## src/rtl/flip_flop_d_pipe.sv

```systemverilog
// -----------------------------------------------------------------------------
// flip_flop_d_pipe
//
// Parametrised multi-bit D-register pipeline with a per-stage valid bit.
// A WIDTH-bit word and its qualifier are delayed by DEPTH clock-enabled
// stages. The pipeline can be stalled (en=0) and cleared synchronously
// (clr=1). It keeps a registered count of how many stages hold a valid word.
// With DEPTH=1 it behaves as an enhanced D flip-flop.
//
// Parameters
//   WIDTH   : data word width in bits (>=1)
//   DEPTH   : number of register stages (>=1); latency in enabled cycles
//   RST_VAL : value loaded into every data stage on reset or clear
//
// Ports
//   clk     in   rising-edge clock
//   rst     in   asynchronous, active-low reset
//   en      in   stage enable: 1 = shift on this edge, 0 = hold all state
//   clr     in   synchronous clear, takes priority over en
//   d       in   data into stage 0
//   d_valid in   qualifier for d
//   q       out  data of the last stage (DEPTH-1)
//   q_valid out  valid bit of the last stage
//   busy    out  1 when any stage holds a valid word
//   count   out  number of stages whose valid bit is set (0..DEPTH)
//
// Flow control: there is no back-pressure handshake. A word is accepted
// into stage 0 on every rising edge where en=1 and clr=0. Whatever was in
// the last stage on that edge leaves the pipe. When en=0, d and d_valid are
// ignored and nothing moves. clr discards the incoming word and every word
// in flight, whatever en is.
//
// Every output comes straight from a flop or from a flop-only expression.
// There is no combinational path from any input to any output.
// -----------------------------------------------------------------------------
module flip_flop_d_pipe #(
  parameter int unsigned          WIDTH   = 8,
  parameter int unsigned          DEPTH   = 4,
  parameter logic [WIDTH-1:0]     RST_VAL = '0,
  localparam int unsigned         CW      = $clog2(DEPTH + 1)
) (
  input  logic             clk,
  input  logic             rst,
  input  logic             en,
  input  logic             clr,
  input  logic [WIDTH-1:0] d,
  input  logic             d_valid,
  output logic [WIDTH-1:0] q,
  output logic             q_valid,
  output logic             busy,
  output logic [CW-1:0]    count
);

  // ---------------------------------------------------------------------------
  // State
  // ---------------------------------------------------------------------------
  logic [WIDTH-1:0] data_q  [DEPTH];
  logic [WIDTH-1:0] data_d  [DEPTH];
  logic [DEPTH-1:0] valid_q;
  logic [DEPTH-1:0] valid_d;
  logic [CW-1:0]    count_q;
  logic [CW-1:0]    count_d;

  // Decoded per-edge action. clr wins over en. Reset is handled by the
  // asynchronous branch of the flops.
  logic do_clear;
  logic do_shift;

  assign do_clear = clr;
  assign do_shift = en & ~clr;

  // ---------------------------------------------------------------------------
  // Next-state: data stages
  // Data moves whether or not it is valid, so bubbles carry their data down
  // the pipe unchanged.
  // ---------------------------------------------------------------------------
  always_comb begin
    for (int i = 0; i < DEPTH; i++) begin
      data_d[i] = data_q[i];
    end
    if (do_clear) begin
      for (int i = 0; i < DEPTH; i++) begin
        data_d[i] = RST_VAL;
      end
    end else if (do_shift) begin
      data_d[0] = d;
      for (int i = 1; i < DEPTH; i++) begin
        data_d[i] = data_q[i-1];
      end
    end
  end

  // ---------------------------------------------------------------------------
  // Next-state: valid bits
  // ---------------------------------------------------------------------------
  always_comb begin
    valid_d = valid_q;
    if (do_clear) begin
      valid_d = '0;
    end else if (do_shift) begin
      valid_d[0] = d_valid;
      for (int i = 1; i < DEPTH; i++) begin
        valid_d[i] = valid_q[i-1];
      end
    end
  end

  // ---------------------------------------------------------------------------
  // Next-state: occupancy counter
  // On a shift, one word enters stage 0 and one word leaves the last stage.
  // Adding the entering valid and subtracting the leaving valid keeps count
  // equal to the number of set valid bits. It therefore stays within
  // 0..DEPTH, and the CW-bit arithmetic never wraps.
  // ---------------------------------------------------------------------------
  logic [CW-1:0] count_in;
  logic [CW-1:0] count_out;

  assign count_in  = CW'(d_valid);
  assign count_out = CW'(valid_q[DEPTH-1]);

  always_comb begin
    count_d = count_q;
    if (do_clear) begin
      count_d = '0;
    end else if (do_shift) begin
      count_d = count_q + count_in - count_out;
    end
  end

  // ---------------------------------------------------------------------------
  // Flops
  // ---------------------------------------------------------------------------
  always_ff @(posedge clk or negedge rst) begin
    if (!rst) begin
      for (int i = 0; i < DEPTH; i++) begin
        data_q[i] <= RST_VAL;
      end
    end else begin
      for (int i = 0; i < DEPTH; i++) begin
        data_q[i] <= data_d[i];
      end
    end
  end

  always_ff @(posedge clk or negedge rst) begin
    if (!rst) begin
      valid_q <= '0;
    end else begin
      valid_q <= valid_d;
    end
  end

  always_ff @(posedge clk or negedge rst) begin
    if (!rst) begin
      count_q <= '0;
    end else begin
      count_q <= count_d;
    end
  end

  // ---------------------------------------------------------------------------
  // Outputs (all register-derived)
  // ---------------------------------------------------------------------------
  assign q       = data_q[DEPTH-1];
  assign q_valid = valid_q[DEPTH-1];
  assign count   = count_q;
  assign busy    = (count_q != '0);

endmodule
```

## config.mk

```make
export PLATFORM = sky130hd
export DESIGN_NAME = flip_flop_d_pipe
export DESIGN_NICKNAME = d
export VERILOG_FILES = /design/src/rtl/flip_flop_d_pipe.sv
export SDC_FILE = /design/constraint.sdc
export NUM_CORES = 1
export LEC_CHECK = 0
export ABC_CLOCK_PERIOD_IN_PS = 4600
export BUFFER_PORTS_ARGS = -buffer_cell sky130_fd_sc_hd__buf_2
export CORE_MARGIN = 1.5
export CORE_UTILIZATION = 55
export CTS_CLUSTER_DIAMETER = 120
export DETAILED_ROUTE_END_ITERATION = 16
export PLACE_DENSITY = 0.77
export REMOVE_ABC_BUFFERS = 1
export SYNTH_ARGS = -nofsm -noshare
export SYNTH_HDL_FRONTEND = slang
export SYNTH_SLANG_ARGS = --single-unit
```

## constraint.sdc

```tcl
create_clock -name clk -period 4.6 [get_ports clk]
set_input_delay 0.69 -clock clk [delete_from_list [all_inputs] [get_ports clk]]
set_output_delay 0.69 -clock clk [all_outputs]
set_load 0.05 [all_outputs]
```

==> run metrics <==
setup violators final=0; most common library cells after synthesis=39 x dfrtp_1, 39 x nor2_1, 38 x mux2i_1; Seq cells post-synth=39; Post-DRT Antenna Nets=0; R2R depth=9; WP depth=2; Post-DP HPWL=1630 µm; average wire per standard cell=11.9 µm; Pwr Density=322 nW/µm²; skew final=0.0130 ns; htree depth=2; Syn Std Cell Area=1760 µm²; Layout area overhead=3.98%; Port Buffer Count=25; Critical Path Source Type=register; drt initial violations=31; Max Cap Violations=0; Setup Total Neg Slack=0 ns; Yosys top cell area share=0.554; largest net degree at the start of global routing=41; final hold slack=0.421 ns; Clock Path Buffers=2; first-pass GRT wire length=4330 µm; CTS Hold Bufs=0; CTS Root Cell=clkbuf_4; RePlAce Congestion=0.697; Final Hold Vio Count=0; total power=0.590 mW; TritonCTS clock tree=built; vias in the first global route=1036; RSZ-0062 raised after global routing=false; total inserted antenna cells=0; final WL=2430 µm; Post-CTS Resized=0; via count=1031; initial core utilization=0.577; layout cells sized above 1=0.199; Slew Viols, Final=0; Setup Buffers After CTS=0; worst hold path class=primary input to async pin; Vias per Instance=5.03; Mapped Cells=145; fin crit period=2.03 ns; run status=finished clean; fmax=0.492 GHz; CORE AREA=3050 µm²; Top Family by Delay on Critical Path=flip-flops; number of synthesized flops with an enable pin=0; Synth Area per Inst=12.1 µm²; critical path data required time=3.91 ns; # rows=20; crit path DAT=1.34 ns; Worst-path clk slew=0.12 ns; Syn. warnings=0; largest cells by area after synthesis=dfrtp_1 55%, mux2i_1 22%, nor2_1 8.3%, buf_4 3.4%, buf_8 2.6%; distinct cell type count after synthesis=17; Clock Sinks=39; CP Capture Type=output pin; Worst path slowest cell=dfrtp_1; Leak Pwr=1.03 nW; Worst-Skew Late Latency=0.34 ns; residual DRC count=0; die width=59.6 µm; Ports=26; post-synthesis sequential area ratio=0.554; Worst Path Buf+Inv=1; die footprint=3550 µm²; top_reg_cell synth=dfrtp_1; async set-reset flop share out of synthesis=1.00; Rel. slew slack=0.279; Worst-Margin Slew=1.08 ns; CP Cell Sequence=or3_1 > buf_2; GRT Resource Usage Total=0.166; largest stage delay on the critical path=0.45 ns; critical path type=register to output pin; Synth area leader=dfrtp_1; initial antenna violation count=0; die span in y=59.6 µm; crit-path max FO=5; IR drop worst, VDD=197 µV; nets@finish=176; cts bufs inserted=5; TritonRoute pass-1 iters=4; grt ovf=0; fin crit share=0.442
[state kept, by name, summed over array words and instances (netlist names)]
name	count
count	3
valid_q	4
data_q	24
q	8
[routing by layer]
metal / share of wire / global-route usage
met4: 0.014 / 0.0571
met1: 0.46 / 0.197
met5: 0 / 0
met2: 0.47 / 0.281
met3: 0.051 / 0.0590
[kinds of logic after synthesis]
logic type                 count (synthesis)  synth area share
AOI/OAI and AO/OA                          2           0.00781
xor gates and xnor gates                   1           0.00497
adders and majority gates                  3            0.0256
buffers and inverters                     21             0.102
DFF                                       39             0.554
muxes                                     38             0.216
and+or+nand+nor                           41            0.0902
[worst paths after layout]
| check | startpoint | to | slack (ns) |
|---|---|---|---|
| max in group asynchronous | rst | count[1] | 3.65 |
| worst min register to register | data_q[13] | q[5] | 0.52 |
| worst max register to register | count[0] | count[2] | 2.65 |
| min in group clk | data_q[13] | q[5] | 0.52 |
| worst max-delay path | count[1] | busy | 2.57 |
| worst min-delay path | rst | q[7] | 0.42 |
[report_power, final]
part	leakage, nW	internal, mW	switching, mW
registers	0.535	0.353	0.00653
clock network	0.0282	0.0590	0.104
logic	0.467	0.0240	0.0441
[metrics by stage]
step,cells,setup WS (ns),cell area [µm²],utilization
global route,205,2.49,1830,0.600
global placement,197,2.63,1780,0.582
CTS,205,2.54,1830,0.600
finish,205,2.57,1830,0.600
detailed placement,197,2.56,1780,0.582
floorplan,128,2.50,1600,-
[worst register-to-register path: cells and delay by family (launching register included)]
family,cells,cell delay (ns)
buffers and inverters,3,0.16
AO/OA/AOI/OAI,2,0.33
XOR/XNOR,1,0.20
adder cells (fa/ha/maj),3,0.77
flip-flops,1,0.41
[layout by cell type, fill, tap and decap left out]
master / synthesis / routed
ha_1: 2 / 2
clkbuf_4: 0 / 5
clkinvlp_4: 0 / 1
inv_1: 4 / 4
buf_2: 3 / 25
a21oi_1: 1 / 1
or3_1: 1 / 1
nand2b_1: 1 / 1
xor2_1: 1 / 1
a31o_1: 1 / 1
mux2i_1: 38 / 38
clkbuf_1: 0 / 1
dfrtp_1: 39 / 39
clkinv_2: 0 / 1
nor2_1: 39 / 39
fa_1: 1 / 1
[area by class of cell]
cell class | instances | area, µm²
Clock buffer | 6 | 41.3
Clock inverter | 2 | 12.5
Fill cell | 284 | 1220
Inverter | 4 | 15.0
Multi-Input combinational cell | 85 | 607
Sequential cell | 39 | 976
Tap cell | 44 | 55.1
Timing Repair Buffer | 25 | 125
No activity file was read; power rests on OpenSTA's default activity.
